## src/rtl/ms_pkg.sv

```systemverilog
// Shared constants for the mod-Q lane arbiter and its add/sub core.
package ms_pkg;
  localparam int          COEF_W  = 12;
  localparam logic [11:0] KYBER_Q = 12'd3329;
  localparam logic        OP_SUB  = 1'b0;
  localparam logic        OP_ADD  = 1'b1;
endpackage

```

## src/rtl/ms_addsub_core.sv

```systemverilog
// Combinational modular add/sub: s = (a +/- b) mod Q using one-bit-wider intermediates.
module ms_addsub_core
  import ms_pkg::*;
#(
  parameter int DW = COEF_W,
  parameter int Q  = 3329
) (
  input  logic [DW-1:0] a,
  input  logic [DW-1:0] b,
  input  logic          op,
  output logic [DW-1:0] s
);
  localparam logic [DW:0] QX = (DW+1)'(Q);

  logic [DW:0] diff;
  logic [DW:0] sum;
  logic [DW:0] diff_fix;
  logic [DW:0] sum_fix;

  assign diff     = {1'b0, a} - {1'b0, b};
  assign sum      = {1'b0, a} + {1'b0, b};
  assign diff_fix = diff + QX;
  assign sum_fix  = sum - QX;

  // diff[DW] is the borrow out of the subtraction.
  always_comb begin
    s = '0;
    if (op == OP_ADD) s = (sum >= QX) ? sum_fix[DW-1:0] : sum[DW-1:0];
    else              s = diff[DW] ? diff_fix[DW-1:0] : diff[DW-1:0];
  end
endmodule

```

## src/rtl/ms_lane_arbiter.sv

```systemverilog
// Round-robin arbiter sharing one registered mod-Q add/sub unit among N_REQ lanes.
// Optional range-check flag output rsp_err is enabled with MS_RANGE_CHK_EN.
module ms_lane_arbiter
  import ms_pkg::*;
#(
  parameter int N_REQ = 4,
  parameter int DW    = COEF_W,
  parameter int Q     = 3329
) (
  input  logic                     clk,
  input  logic                     rst,
  input  logic [N_REQ-1:0]         req_valid,
  output logic [N_REQ-1:0]         req_ready,
  input  logic [N_REQ-1:0]         req_op,
  input  logic [N_REQ*DW-1:0]      req_a,
  input  logic [N_REQ*DW-1:0]      req_b,
  output logic                     rsp_valid,
  input  logic                     rsp_ready,
  output logic [DW-1:0]            rsp_data,
  output logic [$clog2(N_REQ)-1:0] rsp_id
`ifdef MS_RANGE_CHK_EN
  ,
  output logic                     rsp_err
`endif
);
  localparam int IW = $clog2(N_REQ);

  logic [IW-1:0]    rr_ptr;
  logic [IW-1:0]    gidx;
  logic             found;
  logic             can_issue;
  logic [N_REQ-1:0] grant;
  logic             xfer;
  logic [DW-1:0]    a_sel;
  logic [DW-1:0]    b_sel;
  logic             op_sel;
  logic [DW-1:0]    result;
  logic [IW-1:0]    next_ptr;

  // Handshake: a lane transfers when req_valid[i] && req_ready[i]; the lane holds
  // op/a/b stable until then, and must not make req_valid depend on req_ready.
  assign can_issue = !rsp_valid || rsp_ready;

  always_comb begin
    found = 1'b0;
    gidx  = '0;
    for (int k = 0; k < N_REQ; k++) begin
      if (!found && req_valid[(int'(rr_ptr) + k) % N_REQ]) begin
        found = 1'b1;
        gidx  = IW'((int'(rr_ptr) + k) % N_REQ);
      end
    end
  end

  always_comb begin
    grant = '0;
    if (found && can_issue && !rst) grant[gidx] = 1'b1;
  end

  assign req_ready = grant;
  assign xfer      = |grant;
  assign a_sel     = req_a[gidx*DW +: DW];
  assign b_sel     = req_b[gidx*DW +: DW];
  assign op_sel    = req_op[gidx];
  assign next_ptr  = (int'(gidx) == N_REQ - 1) ? '0 : gidx + 1'b1;

  ms_addsub_core #(.DW(DW), .Q(Q)) u_core (
    .a  (a_sel),
    .b  (b_sel),
    .op (op_sel),
    .s  (result)
  );

  always_ff @(posedge clk) begin
    if (rst) begin
      rsp_valid <= 1'b0;
      rsp_data  <= '0;
      rsp_id    <= '0;
      rr_ptr    <= '0;
    end else if (xfer) begin
      rsp_valid <= 1'b1;
      rsp_data  <= result;
      rsp_id    <= gidx;
      rr_ptr    <= next_ptr;
    end else if (rsp_ready) begin
      rsp_valid <= 1'b0;
    end
  end

`ifdef MS_RANGE_CHK_EN
  always_ff @(posedge clk) begin
    if (rst)       rsp_err <= 1'b0;
    else if (xfer) rsp_err <= (a_sel >= DW'(Q)) || (b_sel >= DW'(Q));
  end
`endif
endmodule

```

## config.mk

```make
export PLATFORM = sky130hd
export DESIGN_NAME = ms_lane_arbiter
export DESIGN_NICKNAME = d
export VERILOG_FILES = /design/src/rtl/ms_pkg.sv /design/src/rtl/ms_addsub_core.sv /design/src/rtl/ms_lane_arbiter.sv
export SDC_FILE = /design/constraint.sdc
export NUM_CORES = 1
export LEC_CHECK = 0
export ABC_AREA = 1
export CORE_MARGIN = 2
export CORE_UTILIZATION = 30
export DETAILED_ROUTE_END_ITERATION = 10
export SLEW_MARGIN = 10
export SYNTH_ARGS = -nofsm -noshare
export SYNTH_HDL_FRONTEND = slang
export SYNTH_SLANG_ARGS = --single-unit
```

## constraint.sdc

```tcl
create_clock -name clk -period 4.8 [get_ports clk]
set_input_delay 0.48 -clock clk [delete_from_list [all_inputs] [get_ports clk]]
set_output_delay 0.48 -clock clk [all_outputs]
set_load 0.02 [all_outputs]
```

Word-level counts from Yosys, hierarchy flattened

Cells that the tools add are included.

Add/sub/neg operators: 8
Multiply operators: 1
Order comparisons: 7
Equal/unequal tests: 1
Shift operators: 2
Muxes and demuxes: 30
Bitwise operators: 3
Reductions and logical operators: 17

Operator list:

| kind                   | number |
|---|---|
| $shiftx 48x7->12       | 2 |
| $mux 12                | 3 |
| $mux 1                 | 15 |
| $add 12x12->13         | 1 |
| $ge 13x12->1 const B   | 1 |
| $sub 12x12->13         | 1 |
| $add 12x12->12 const B | 1 |
| $lt 3x4->1 const B     | 3 |
| $sub 12x12->12 const B | 1 |
| $bmux 1 s2             | 5 |
| $mux 2                 | 5 |
| $logic_and 1x1->1      | 6 |
| $lt 2x3->1 const B     | 2 |
| $reduce_or 2->1        | 3 |
| $logic_not 1->1        | 5 |
| $add 2x1->2 const B    | 2 |
| $add 2x2->2 const B    | 2 |
| $mul 2x2->4 const B    | 1 |
| $mux 4                 | 1 |
| $reduce_or 4->1        | 1 |
| $and 1x1->1 const A    | 3 |
| $demux 1 s2            | 1 |
| $eq 2x1->1 const B     | 1 |
| $ge 2x1->1 const B     | 1 |
| 2 further kinds        | 2 |

Register bits: 17
Bits of input ports: 107
Output and inout port bits: 19
Word-level logic and storage cells: 73

Depth between registers and ports, before layout

Depth after elaboration: 21
Gate-level depth with buffers: 38
Depth with buffers taken out: 35

Modules after synthesis

A second synthesis with hierarchy kept.

Cells, all modules: 774
Area total of the unflattened synthesis: 4,124.0 um^2

By module, submodules not included:

| module          | instances | cells an instance | area each (um^2) | seq. area each (um^2) |
|---|---|---|---|---|
| ms_addsub_core  | 1         | 405               | 2,189.6          | 0.0 |
| ms_lane_arbiter | 1         | 369               | 1,934.4          | 340.3 |

Worst setup path before layout

OpenSTA, ideal clock, no wires.

Kind: input -> register
Start: input req_valid[0]
End: register rsp_data[0]
Setup time: 0.109 ns
Arrival: 3.818 ns
Required time: 4.691 ns
Path slack: 0.873 ns
Cell stages on the path: 33
Path buffers: 4
Cell sequence: inv_1 o21ai_0 nand2_1 nand2_2 nor2_4 nand3_4 nand3_4 buf_6 buf_6 buf_2 nor2_1 o22ai_1 ha_1 inv_1 fa_1 inv_1 nand2_1 and2_4 nor2_4 nand3_1 nor2_2 nor2_1 nand2_1 nand2_1 nand2_1 nand3_2 buf_6 nand2_1 nand2_1 nand2_1 nand3_1 nand2_1 inv_1

Cells in the longest elaborated chain, start to end: 18
Elaborated cells on any way between the ends: 47
Those cells by class: 4 x add/sub; 1 x mul; 3 x order compare; 2 x shift; 27 x mux; 10 x reduce/logical

Ends and longest elaborated chain:

| what                                       | RTL line                                     | text |
|---|---|---|
| start, declared                            | ms_lane_arbiter.sv:12                        | `input logic [N_REQ-1:0] req_valid,` |
| $bmux 1 s2                                 | ms_lane_arbiter.sv:48                        | `if (!found && req_valid[(int'(rr_ptr) + k) % N_REQ]) begin` |
| $mux 1 (not written as such)               | ms_lane_arbiter.sv:48                        |  |
| $mux 1                                     | ms_lane_arbiter.sv:48                        |  |
| $logic_not 1->1                            | ms_lane_arbiter.sv:48                        |  |
| $logic_and 1x1->1                          | ms_lane_arbiter.sv:48                        |  |
| $mux 1                                     | ms_lane_arbiter.sv:48                        |  |
| $logic_not 1->1                            | ms_lane_arbiter.sv:48                        |  |
| $logic_and 1x1->1                          | ms_lane_arbiter.sv:48                        |  |
| [... 2 more ...]                           | n/a                                          |  |
| $logic_and 1x1->1                          | ms_lane_arbiter.sv:48                        |  |
| $mux 2                                     | ms_lane_arbiter.sv:48                        |  |
| $mul 2x2->4 (tied with other cells)        | ms_lane_arbiter.sv:62, ms_lane_arbiter.sv:63 |  |
| $shiftx 48x7->12 (tied with other cells)   | ms_lane_arbiter.sv:62                        | `assign a_sel = req_a[gidx*DW +: DW];` |
| $sub 12x12->13 (tied with other cells)     | ms_addsub_core.sv:20                         | `assign diff = {1'b0, a} - {1'b0, b};` |
| $add 12x12->12 (tied with other cells)     | ms_addsub_core.sv:22                         | `assign diff_fix = diff + QX;` |
| $mux 12 (tied with other cells)            | ms_addsub_core.sv:29                         | `else s = diff[DW] ? diff_fix[DW-1:0] : diff[DW-1:0];` |
| $mux 12 or $reduce_or 4->1 (tied branches) | ms_addsub_core.sv:28, ms_lane_arbiter.sv:61  |  |
| end signal, assigned                       | ms_lane_arbiter.sv:82                        | `rsp_data <= result;` |
| end, declared                              | ms_lane_arbiter.sv:19                        | `output logic [DW-1:0] rsp_data,` |

Several ways; a longest one is shown, not always the timed one. The select of a mux whose other input is x is not followed.
A chain may end at the register's enable or synchronous reset.

Worst setup path in the final report

Ends and elaborated chain as after synthesis.

==> flow_summary.ini <==
[placement]
hpwlAfterDp_um = 11900
io_buffers = 125
place_congestion = 0.934

[sta]
grt_setup_unrepaired = true
period_share_pct = 92.3
skew_ns = 0.00354
setup_viol = 0
max_slew_margin_pct = 71.1
final_hold_viol_count = 0
fin_crit_ns = 4.43
drv_slew = 0
tns_ns = 0
tightest_slew_ns = 0.434
max_freq_mhz = 226

[floorplanning]
die_y_um = 125
coreArea_um2 = 14400
dieArea_um2 = 15600
ios = 126
die_w_um = 125
initial_core_util_pct = 30.5
rows = 44

[clock_network]
clk_latency_ns = 0.25
cts.htree.levels = 1
clk_path_buf_depth = 2
cts-root-buf = clkbuf_16
path_clk_slew_ns = 0.05
cts.sinks = 17
cts_hold_buf = 0
cts_tree = built
numCtsBuffers = 3

[global_route]
grt_usage_pct = 17.3
grt_pass1_wl_um = 23100
antenna_found_initial = 0
grt_pass1_vias = 4961
grt_overflow = 0
grt_max_degree = 32

[routing]
routedWlPerCell_um = 12.3
drc = 0
wl_um = 13800
via_count = 5298
routed_via_density = 4.73
antenna_left = 0
drt_iter0_drc = 410
drtPass1Iterations = 5

[cells_and_area]
diodes = 0
layout.nets = 1076
area_growth_pct = 40.1
fillers = 1540
drive_gt1_share_pct = 12.8
final_util_pct = 42.7

[flow_run]
max_cap_violations = 0

[min_path]
hold_class = reg -> reg

[logic_synthesis]
yosys.area.top_type_share_pct = 20.3
synth-main-ff-cell = dfxtp_1
yosys.area.top_type = nand2_1
synth_area_um2 = 4400
synth_area_leaders = nand2_1 20%, inv_1 10%, ha_1 8.8%, nand3_1 8.3%, dfxtp_1 7.7%
synthArstFlopShare_pct = 0
postSynthAreaPerCell_um2 = 5.53
yosysUniqueCellTypes = 39
yosysSeqAreaShare_pct = 7.74
synth_edf_count = 0
ys_ff_latch = 17
synth_cells = 795
synth_nets = 935
ys_warn_count = 0

[critical_path]
rr_worst_depth = 28
cp_slowest_cell = clkdlybuf4s50_1
reg2reg_to = rsp_data[4]
cp_top_family = simple AND/OR/NAND/NOR gates
worst_ep_arrival_time_ns = 4.58
crit_fanout = 31
worstSetupPathType = in -> reg
cp_common_cell = nand2_1
cp.depth = 30
r2r_slack_ns = 0.50
crit_start = req_valid[0]
crit_path_max_incr_delay_ns = 0.47
path_buf_inv = 7
setup.worst_path.end_class = flip-flop
r2r_start = rr_ptr[1]
required_ns = 4.95
cp-endpoint = rsp_data[0]
start_kind = input pin

[run_status]
run_status = complete, no violations
[synthesized netlist by cell type, drive strengths merged, types with 10 or more instances]
cell	number
nand4	17
xor2	10
nand2	247
o21ai	46
a21oi	45
ha	31
or2	22
dfxtp	17
nand3	80
a32oi	21
inv	134
nor2	68
buf	33
[cells in the final DEF (no fill, tap or decap), drive strengths merged]
cell           count
o22ai              3
or2               22
and2               1
nor2              68
a211oi             1
a31oi              3
clkbuf             4
xnor2              3
a32oi             21
o21bai             1
nand3             80
nand2            247
o21ai             46
nor3               8
clkdlybuf4s50    125
clkinv             1
fa                 2
nand4             17
inv              134
xor2              10
ha                31
a21oi             45
buf               45
dfxtp             17
[layout make-up]
type	instances	area (um^2)	share of cell area (%)
repair buffers	170	1660	27.0
well taps	184	230	3.74
multi-input cells	609	3340	54.2
flip-flops and latches	17	340	5.52
clock buffers	4	78.8	1.28
inverters	135	508	8.24
[layer usage]
layer  wire length [um]  global-route usage, %  up-vias
met2               6420                   30.6      153
li1                   -                      -     2829
met5                  0                      0        -
met4                124                   3.01        0
met3                878                   2.10       11
met1               6350                   22.8     2305
[registers in the layout, indices dropped and copies added, names as in the netlist]
name and cells:
rsp_id 2, rr_ptr 2, rsp_data 12, rsp_valid 1
[worst min path at each step]
stage,to,startpoint,cells after the start
global placement,rsp_id[1],rsp_id[1],2
detailed placement,rsp_id[0],rsp_id[0],2
finish,rsp_id[0],rsp_id[0],2
floorplan,rr_ptr[0],rst,1
global route,rsp_id[0],rsp_id[0],2
CTS,rsp_id[0],rsp_id[0],2
[worst register-to-register path, delay by kind of cell (launching register included)]
| kind | cells | cell delay [ns] |
|---|---|---|
| simple gates | 16 | 1.64 |
| flops | 1 | 0.53 |
| compound gates | 4 | 0.76 |
| xor+xnor | 1 | 0.31 |
| buf+inv | 6 | 0.59 |
| fa+ha+maj | 1 | 0.34 |
[through the flow]
| stage | worst slack [ns] | cell area [um^2] | std cells | hold slack (ns) |
|---|---|---|---|---|
| finish | 0.371 | 6160 | 1119 | 0.518 |
| global placement | 0.0493 | 6020 | 1113 | 0.511 |
| detailed placement | 0.0822 | 6020 | 1113 | 0.516 |
| global route | -0.0559 | 6160 | 1119 | 0.544 |
| CTS | 0.326 | 6100 | 1117 | 0.523 |
| floorplan | 0.873 | 4400 | 795 | 0.549 |
[logic make-up after synthesis]
| group | Yosys count | share of synthesized area, % |
|---|---|---|
| flip-flops | 17 | 7.74 |
| AND/OR/NAND/NOR | 443 | 44.8 |
| buffers and inverters | 169 | 17.4 |
| AO/OA/AOI/OAI | 120 | 17.6 |
| XOR/XNOR | 13 | 2.76 |
| adder cells (fa/ha/maj) | 33 | 9.73 |
[repair_timing]
action / 4_1_cts / 5_1_grt
setup buffers: 0 / 2
endpoints found under the setup margin: 0 / 11
hold endpoints to repair: 0 / 0
resized for setup: 0 / 16
Power is not shown: default switching activity piles up to over one toggle a cycle in this logic, so the estimate is an artifact.
